[src/rtl/multicycle_control.sv]
// Multicycle RV32I control FSM: sequences fetch, decode, memory, ALU and branch steps on a shared datapath.
// Optional macro MULTICYCLE_BEQ_EN enables the BEQ state; without it opcode 1100011 decodes as illegal.
module multicycle_control (
  input  logic       clk,
  input  logic       reset,
  input  logic [6:0] op,
  input  logic [2:0] func3,
  input  logic [6:0] func7,
  input  logic       alu_zero,
  input  logic       mem_ready,
  output logic       mem_req,
  output logic       mem_write,
  output logic       adr_src,
  output logic       ir_write,
  output logic       pc_write,
  output logic       reg_write,
  output logic [1:0] result_src,
  output logic [1:0] alu_src_a,
  output logic [1:0] alu_src_b,
  output logic [2:0] alu_control,
  output logic [1:0] imm_source,
  output logic       illegal_instr,
  output logic [3:0] state
);

  typedef enum logic [3:0] {
    S_FETCH    = 4'd0,
    S_DECODE   = 4'd1,
    S_MEMADR   = 4'd2,
    S_MEMREAD  = 4'd3,
    S_MEMWB    = 4'd4,
    S_MEMWRITE = 4'd5,
    S_EXECUTER = 4'd6,
    S_ALUWB    = 4'd7,
    S_BEQ      = 4'd8
  } state_t;

  localparam logic [6:0] OP_LW  = 7'b0000011;
  localparam logic [6:0] OP_SW  = 7'b0100011;
  localparam logic [6:0] OP_R   = 7'b0110011;
  localparam logic [6:0] OP_BEQ = 7'b1100011;

  // R-type ALU decode; 3'b111 marks an unsupported func3/func7 combination.
  function automatic logic [2:0] r_alu_ctrl(input logic [2:0] f3, input logic [6:0] f7);
    logic [2:0] ctl;
    ctl = 3'b111;
    case (f3)
      3'b000: begin
        if (f7 == 7'b0000000) begin
          ctl = 3'b000;
        end else if (f7 == 7'b0100000) begin
          ctl = 3'b001;
        end else begin
          ctl = 3'b111;
        end
      end
      3'b111:  ctl = (f7 == 7'b0000000) ? 3'b010 : 3'b111;
      3'b110:  ctl = (f7 == 7'b0000000) ? 3'b011 : 3'b111;
      3'b010:  ctl = (f7 == 7'b0000000) ? 3'b101 : 3'b111;
      default: ctl = 3'b111;
    endcase
    return ctl;
  endfunction

  state_t     state_r;
  state_t     next_state_s;
  logic [2:0] r_ctl_s;
  logic       r_supported_s;
  logic       decode_legal_s;
  logic       mem_req_s;
  logic       mem_write_s;
  logic       ir_write_s;
  logic       pc_write_s;
  logic       reg_write_s;
  logic       illegal_s;

  assign r_ctl_s       = r_alu_ctrl(func3, func7);
  assign r_supported_s = (r_ctl_s != 3'b111);

`ifdef MULTICYCLE_BEQ_EN
  assign decode_legal_s = (op == OP_LW) || (op == OP_SW) || ((op == OP_R) && r_supported_s) ||
                          (op == OP_BEQ);
`else
  assign decode_legal_s = (op == OP_LW) || (op == OP_SW) || ((op == OP_R) && r_supported_s);
  logic unused_alu_zero_s;
  assign unused_alu_zero_s = alu_zero;
`endif

  // State register with asynchronous reset to FETCH.
  always_ff @(posedge clk or posedge reset) begin
    if (reset) begin
      state_r <= S_FETCH;
    end else begin
      state_r <= next_state_s;
    end
  end

  // Next-state decode.
  always_comb begin
    next_state_s = S_FETCH;
    case (state_r)
      S_FETCH:    next_state_s = mem_ready ? S_DECODE : S_FETCH;
      S_DECODE: begin
        if ((op == OP_LW) || (op == OP_SW)) begin
          next_state_s = S_MEMADR;
        end else if ((op == OP_R) && r_supported_s) begin
          next_state_s = S_EXECUTER;
`ifdef MULTICYCLE_BEQ_EN
        end else if (op == OP_BEQ) begin
          next_state_s = S_BEQ;
`endif
        end else begin
          next_state_s = S_FETCH;
        end
      end
      S_MEMADR:   next_state_s = (op == OP_SW) ? S_MEMWRITE : S_MEMREAD;
      S_MEMREAD:  next_state_s = mem_ready ? S_MEMWB : S_MEMREAD;
      S_MEMWB:    next_state_s = S_FETCH;
      S_MEMWRITE: next_state_s = mem_ready ? S_FETCH : S_MEMWRITE;
      S_EXECUTER: next_state_s = S_ALUWB;
      S_ALUWB:    next_state_s = S_FETCH;
`ifdef MULTICYCLE_BEQ_EN
      S_BEQ:      next_state_s = S_FETCH;
`endif
      default:    next_state_s = S_FETCH;
    endcase
  end

  // Per-state Moore outputs (FETCH and BEQ strobes also follow mem_ready / alu_zero).
  always_comb begin
    mem_req_s   = 1'b0;
    mem_write_s = 1'b0;
    adr_src     = 1'b0;
    ir_write_s  = 1'b0;
    pc_write_s  = 1'b0;
    reg_write_s = 1'b0;
    illegal_s   = 1'b0;
    result_src  = 2'b00;
    alu_src_a   = 2'b00;
    alu_src_b   = 2'b00;
    alu_control = 3'b000;
    case (state_r)
      S_FETCH: begin
        mem_req_s  = 1'b1;
        alu_src_b  = 2'b10;
        result_src = 2'b10;
        ir_write_s = mem_ready;
        pc_write_s = mem_ready;
      end
      S_DECODE: begin
        alu_src_a = 2'b01;
        alu_src_b = 2'b01;
        illegal_s = ~decode_legal_s;
      end
      S_MEMADR: begin
        alu_src_a = 2'b10;
        alu_src_b = 2'b01;
      end
      S_MEMREAD: begin
        mem_req_s = 1'b1;
        adr_src   = 1'b1;
      end
      S_MEMWB: begin
        result_src  = 2'b01;
        reg_write_s = 1'b1;
      end
      S_MEMWRITE: begin
        mem_req_s   = 1'b1;
        mem_write_s = 1'b1;
        adr_src     = 1'b1;
      end
      S_EXECUTER: begin
        alu_src_a   = 2'b10;
        alu_control = r_ctl_s;
      end
      S_ALUWB: begin
        reg_write_s = 1'b1;
      end
`ifdef MULTICYCLE_BEQ_EN
      S_BEQ: begin
        alu_src_a   = 2'b10;
        alu_control = 3'b001;
        pc_write_s  = alu_zero;
      end
`endif
      default: begin
        mem_req_s = 1'b0;
      end
    endcase
  end

  // Immediate format follows the opcode in every state.
  always_comb begin
    if (op == OP_SW) begin
      imm_source = 2'b01;
    end else if (op == OP_BEQ) begin
      imm_source = 2'b10;
    end else begin
      imm_source = 2'b00;
    end
  end

  // Side-effecting strobes are killed immediately while reset is high.
  assign mem_req       = mem_req_s   & ~reset;
  assign mem_write     = mem_write_s & ~reset;
  assign ir_write      = ir_write_s  & ~reset;
  assign pc_write      = pc_write_s  & ~reset;
  assign reg_write     = reg_write_s & ~reset;
  assign illegal_instr = illegal_s   & ~reset;
  assign state         = state_r;

endmodule

[config.mk]
export PLATFORM = sky130hd
export DESIGN_NAME = multicycle_control
export DESIGN_NICKNAME = d
export VERILOG_FILES = /design/src/rtl/multicycle_control.sv
export SDC_FILE = /design/constraint.sdc
export NUM_CORES = 1
export LEC_CHECK = 0
export ABC_AREA = 0
export BUFFER_PORTS_ARGS = -buffer_cell sky130_fd_sc_hd__clkbuf_2
export CAP_MARGIN = 20
export CORE_AREA = 2 2 39 41
export CTS_CLUSTER_SIZE = 24
export DETAILED_ROUTE_END_ITERATION = 10
export DIE_AREA = 0 0 41 43
export PLACE_DENSITY_LB_ADDON = 0.3
export SYNTH_ARGS = -nofsm -noshare
export SYNTH_HDL_FRONTEND = slang
export SYNTH_SLANG_ARGS = --single-unit
[constraint.sdc]
create_clock -name clk -period 6.45 [get_ports clk]
set_input_delay 1.6125 -clock clk [delete_from_list [all_inputs] [get_ports clk]]
set_output_delay 1.6125 -clock clk [all_outputs]
set_load 0.01 [all_outputs]
# Yosys cells after proc, flatten, opt, wreduce, memory -nomap -nowiden
# Cells that the tools add are included.
dict set report classes {
  eq_ne 16
  n_reduce_logical 11
  n_bitwise 7
  n_mux 25
}
# operator count
set op_table {}
lappend op_table {{$mux 3} 10}
lappend op_table {{$eq 7x6->1 const B} 3}
lappend op_table {{$pmux 3 s6} 1}
lappend op_table {{$eq 4x3->1 const B} 4}
lappend op_table {{$pmux 2 s2} 3}
lappend op_table {{$pmux 3 s4} 1}
lappend op_table {{$eq 4x2->1 const B} 2}
lappend op_table {{$reduce_or 2->1} 4}
lappend op_table {{$eq 7x2->1 const B} 1}
lappend op_table {{$eq 7x7->1 const B} 1}
lappend op_table {{$logic_not 7->1} 1}
lappend op_table {{$mux 1} 7}
lappend op_table {{$eq 3x3->1 const B} 2}
lappend op_table {{$mux 2} 3}
lappend op_table {{$and 1x1->1} 5}
lappend op_table {{$eq 4x1->1 const B} 1}
lappend op_table {{$logic_not 4->1} 1}
lappend op_table {{$eq 3x2->1 const B} 1}
lappend op_table {{$logic_not 3->1} 1}
lappend op_table {{$ne 3x3->1 const B} 1}
lappend op_table {{$reduce_or 3->1} 1}
lappend op_table {{$logic_or 1x1->1} 2}
lappend op_table {{$not 1->1} 2}
lappend op_table {{$logic_and 1x1->1} 1}
dict set report word_totals {
  register_bits 4
  input_bits 21
}

# Depth between registers and ports, before layout
dict set report logic_depth {
  ltp_word 10
  depth_mapped 5
  ltp_nobuf 4
}

# Worst setup path after synthesis
# OpenSTA, ideal clock, no wires.
dict set report synth_path {
  kind {input to output}
  startpoint {in func7[1]}
  endpoint {out illegal_instr}
  arrival_time_ps 2687
  path_stages 4
  slack_ps 2151
  required_ps 4838
  cell_sequence {or4_4 > a2111oi_4 > nand3_2 > nor3b_1}
}
dict set report synth_via {
  elab_chain_len 10
}
# item line
set synth_lines {}
lappend synth_lines {{start, declared} 8} ;# input logic [6:0] func7,
lappend synth_lines {{$eq 7x6->1} 51} ;# end else if (f7 == 7'b0100000) begin
lappend synth_lines {{$mux 3} 51}
lappend synth_lines {{$mux 3} 49} ;# if (f7 == 7'b0000000) begin
lappend synth_lines {{$pmux 3 s4 (*)} 47} ;# case (f3)
lappend synth_lines {{$ne 3x3->1 (*)} 78} ;# assign r_supported_s = (r_ctl_s != 3'b111);
lappend synth_lines {{$logic_and 1x1->1 (*)} 84} ;# assign decode_legal_s = (op == OP_LW) || (op == OP_SW) || ((op == OP_R) && r_supported_s);
lappend synth_lines {{$logic_or 1x1->1 (*)} 84}
lappend synth_lines {{$not 1->1 (*)} 153} ;# illegal_s = ~decode_legal_s;
lappend synth_lines {{$mux 1 (*)} 142} ;# case (state_r)
lappend synth_lines {{$and 1x1->1 (*)} 209} ;# assign illegal_instr = illegal_s & ~reset;
lappend synth_lines {{end, declared} 22} ;# output logic illegal_instr,
# Every way passes the cells marked *; elsewhere a longest branch is shown, timed or not.

# Worst setup path after layout
# Ends and elaborated chain as after synthesis.

==> reports/summary.md <==
### Clocking
- root cell of the clock tree: sky130_fd_sc_hd__clkbuf_4
- clock latency on the worst-skew pair: 0.24 ns
- Worst-path clk slew: 0.04 ns
- post-CTS setup buffers: 0
- Clock Path Buffers: 2
- CTS Buf Count: 3
- number of sinks handled by clock tree synthesis: 3
- Resized cells post-CTS: 0
- CTS H-tree depth: 1
- clock tree from TritonCTS: built
- count of hold buffers inserted by post-cts repair: 0

### Final layout
- area added between synthesis and finish: 47.7%
- most frequent standard cell in the layout excluding fill and tap cells: sky130_fd_sc_hd__clkbuf_2
- most frequent cells in the layout: sky130_fd_sc_hd__clkbuf_2, sky130_fd_sc_hd__nor3_1, sky130_fd_sc_hd__a21oi_1
- filler cell count in the final layout: 151
- Post-layout nets: 127
- max reg flops: 3
- # diodes: 0
- non-filler cells, final: 121
- share of final-layout standard cells stronger than drive strength 1: 0.457

### Logic synthesis
- average size of a mapped cell: 7.00 µm²
- Syn Std Cell Area: 462 µm²
- async set or reset register ratio after synthesis: 1.00
- Syn Nets: 87
- number of flip-flops and latches in the synthesized netlist: 3
- number of library cell types mapped by synthesis: 28
- sequential element share of the synthesized area: 0.163
- top_reg_cell synth: sky130_fd_sc_hd__dfrtp_1
- cell types occupying the most area after synthesis: sky130_fd_sc_hd__dfrtp_1, sky130_fd_sc_hd__nor3_1, sky130_fd_sc_hd__a21oi_1, sky130_fd_sc_hd__a2111oi_4, sky130_fd_sc_hd__o21ai_0
- count of warnings emitted by yosys: 0
- post-synthesis cell count: 66
- post-synthesis cell type with the largest combined area: sky130_fd_sc_hd__dfrtp_1
- share of the synthesized area in the top cell type: 0.163
- number of flops mapped to enable cells by yosys: 0

### Route
- routed length per placed instance: 10.7 µm
- total number of vias: 631
- antenna viol nets, final: 0
- ratio of routed vias to standard cells: 5.21
- number of detailed-routing iterations run before antenna repair: 2
- sum of routed wire length over all layers: 1.29 mm
- violation count after the first detailed-route iteration: 13
- number of design rule violations left after detail routing: 0

### Floorplanning
- core area: 1380 µm²
- I/O Pins: 43
- effective utilization at floorplan: 0.334
- area enclosed by the die boundary: 1760 µm²
- die width: 41 µm
- die height: 43 µm
- number of cell rows: 14

### Setup path
- WP data arrival: 2.92 ns
- kind of capture point of the worst setup path: output pin
- required time at the worst-slack endpoint: 4.84 ns
- Max FO, Critical Path: 3
- startpoint type of the worst setup path: primary input
- class of the most critical setup path: primary input to output pin

### Timing
- Max Clock Skew: 0.000886 ns
- Tcrit/Tclk final: 0.703
- setup total negative slack: 0 ns
- final critical delay including setup and external delays: 4.53 ns
- worst slew pin tran: 0.540 ns
- setup repair after global routing missed its margin: no
- pins over their slew limit: 0
- final count of negative-setup-slack endpoints: 0
- highest clock rate: 0.221 GHz
- Hold Vio Cnt, Final: 0
- relative slew slack: 0.635

### Placed design
- number of placed cells counting well taps: 117
- weighted congestion at the end of routability-driven global placement: 0.794
- number of buffer cells added on primary ports: 40
- post-detail-place hpwl: 1.05 mm

### Global route
- maximum number of pins on one net before global-route repair: 15
- via count of the first global-routing pass: 539
- remaining global-route overflow: 0
- wire length of the first global-routing pass: 2.08 mm
- initial antenna violation count: 0
- overall routing resource usage: 0.167

### Worst hold path
- Worst Hold Class: register to register

### Power
- Worst VDD drop: 49.6 µV
- PD cells: 133 nW/µm²
- Leakage: 0.360 nW

### Outcome
- status: finished clean

### Run
- max-cap check violation count: 0

-- layer usage --
layer,track usage,vias to the layer above,share of wire
met5,0,-,0
met4,0.0600,0,0.010
met3,0.0157,2,0.063
met1,0.190,293,0.39
li1,-,315,-
met2,0.297,21,0.53
-- cell type report --
| type | count | area, µm² | area share |
|---|---|---|---|
| flip-flops and latches | 3 | 75.1 | 0.110 |
| well taps | 16 | 20.0 | 0.0294 |
| inverters | 3 | 11.3 | 0.0165 |
| clock buffers | 4 | 26.3 | 0.0385 |
| repair buffers | 40 | 200 | 0.294 |
| multi-input cells | 55 | 349 | 0.512 |
-- worst paths after layout --
kind	startpoint	endpoint	slack (ns)	cells past startpoint
worst max register to register	state[2]	state[2]	5.09	4
worst min-delay path	state[0]	state[2]	0.77	2
max in group asynchronous	reset	state[2]	5.01	2
min in group asynchronous	reset	state[0]	1.27	2
worst max-delay path	func7[1]	illegal_instr	1.92	6
worst min register to register	state[0]	state[2]	0.77	2
-- power by group --
part	switching (W)	internal (W)	total (W)
clock	0.0000121	0.0000233	0.0000354
combinational	0.0000179	0.0000144	0.0000323
sequential	0.00000301	0.0000199	0.0000229
-- cells by family (layout without fill, tap and decap cells) --
logic type,after synthesis,in the layout,synth area share
and+or+nand+nor,36,36,0.458
AOI/OAI and AO/OA,17,17,0.271
buffers and inverters,8,47,0.0813
DFF,3,3,0.163
other,1,1,0.00812
xor gates and xnor gates,1,1,0.0190
-- cell usage after synthesis (2+ instances only) --
master / number
sky130_fd_sc_hd__a21oi_1: 7
sky130_fd_sc_hd__nand2_1: 6
sky130_fd_sc_hd__dfrtp_1: 3
sky130_fd_sc_hd__and3_1: 2
sky130_fd_sc_hd__o21ai_0: 5
sky130_fd_sc_hd__nor2_1: 5
sky130_fd_sc_hd__inv_1: 3
sky130_fd_sc_hd__nor3b_1: 2
sky130_fd_sc_hd__nor2b_1: 3
sky130_fd_sc_hd__nand2b_1: 2
sky130_fd_sc_hd__clkbuf_1: 3
sky130_fd_sc_hd__nor3_1: 8
sky130_fd_sc_hd__buf_4: 2
-- through the flow --
step | util | worst slack, ns | instance area, µm² | hold slack, ns | total power (W)
floorplan | - | 2.15 | 462 | 0.709 | 0.0000402
global placement | 0.474 | 1.92 | 656 | 0.775 | 0.0000547
detailed placement | 0.474 | 1.91 | 656 | 0.763 | 0.0000557
CTS | 0.493 | 1.91 | 682 | 0.768 | 0.0000911
global route | 0.493 | 1.84 | 682 | 0.825 | 0.0000953
finish | 0.493 | 1.92 | 682 | 0.771 | 0.0000907
-- worst max-delay path: stages --
cell and delay (ns):
sky130_fd_sc_hd__clkbuf_2 0.08, sky130_fd_sc_hd__or4_4 0.54, sky130_fd_sc_hd__a2111oi_4 0.28, sky130_fd_sc_hd__nand3_2 0.12
sky130_fd_sc_hd__nor3b_1 0.17, sky130_fd_sc_hd__clkbuf_2 0.12
Note: power is estimated with default switching activity, not from simulation.
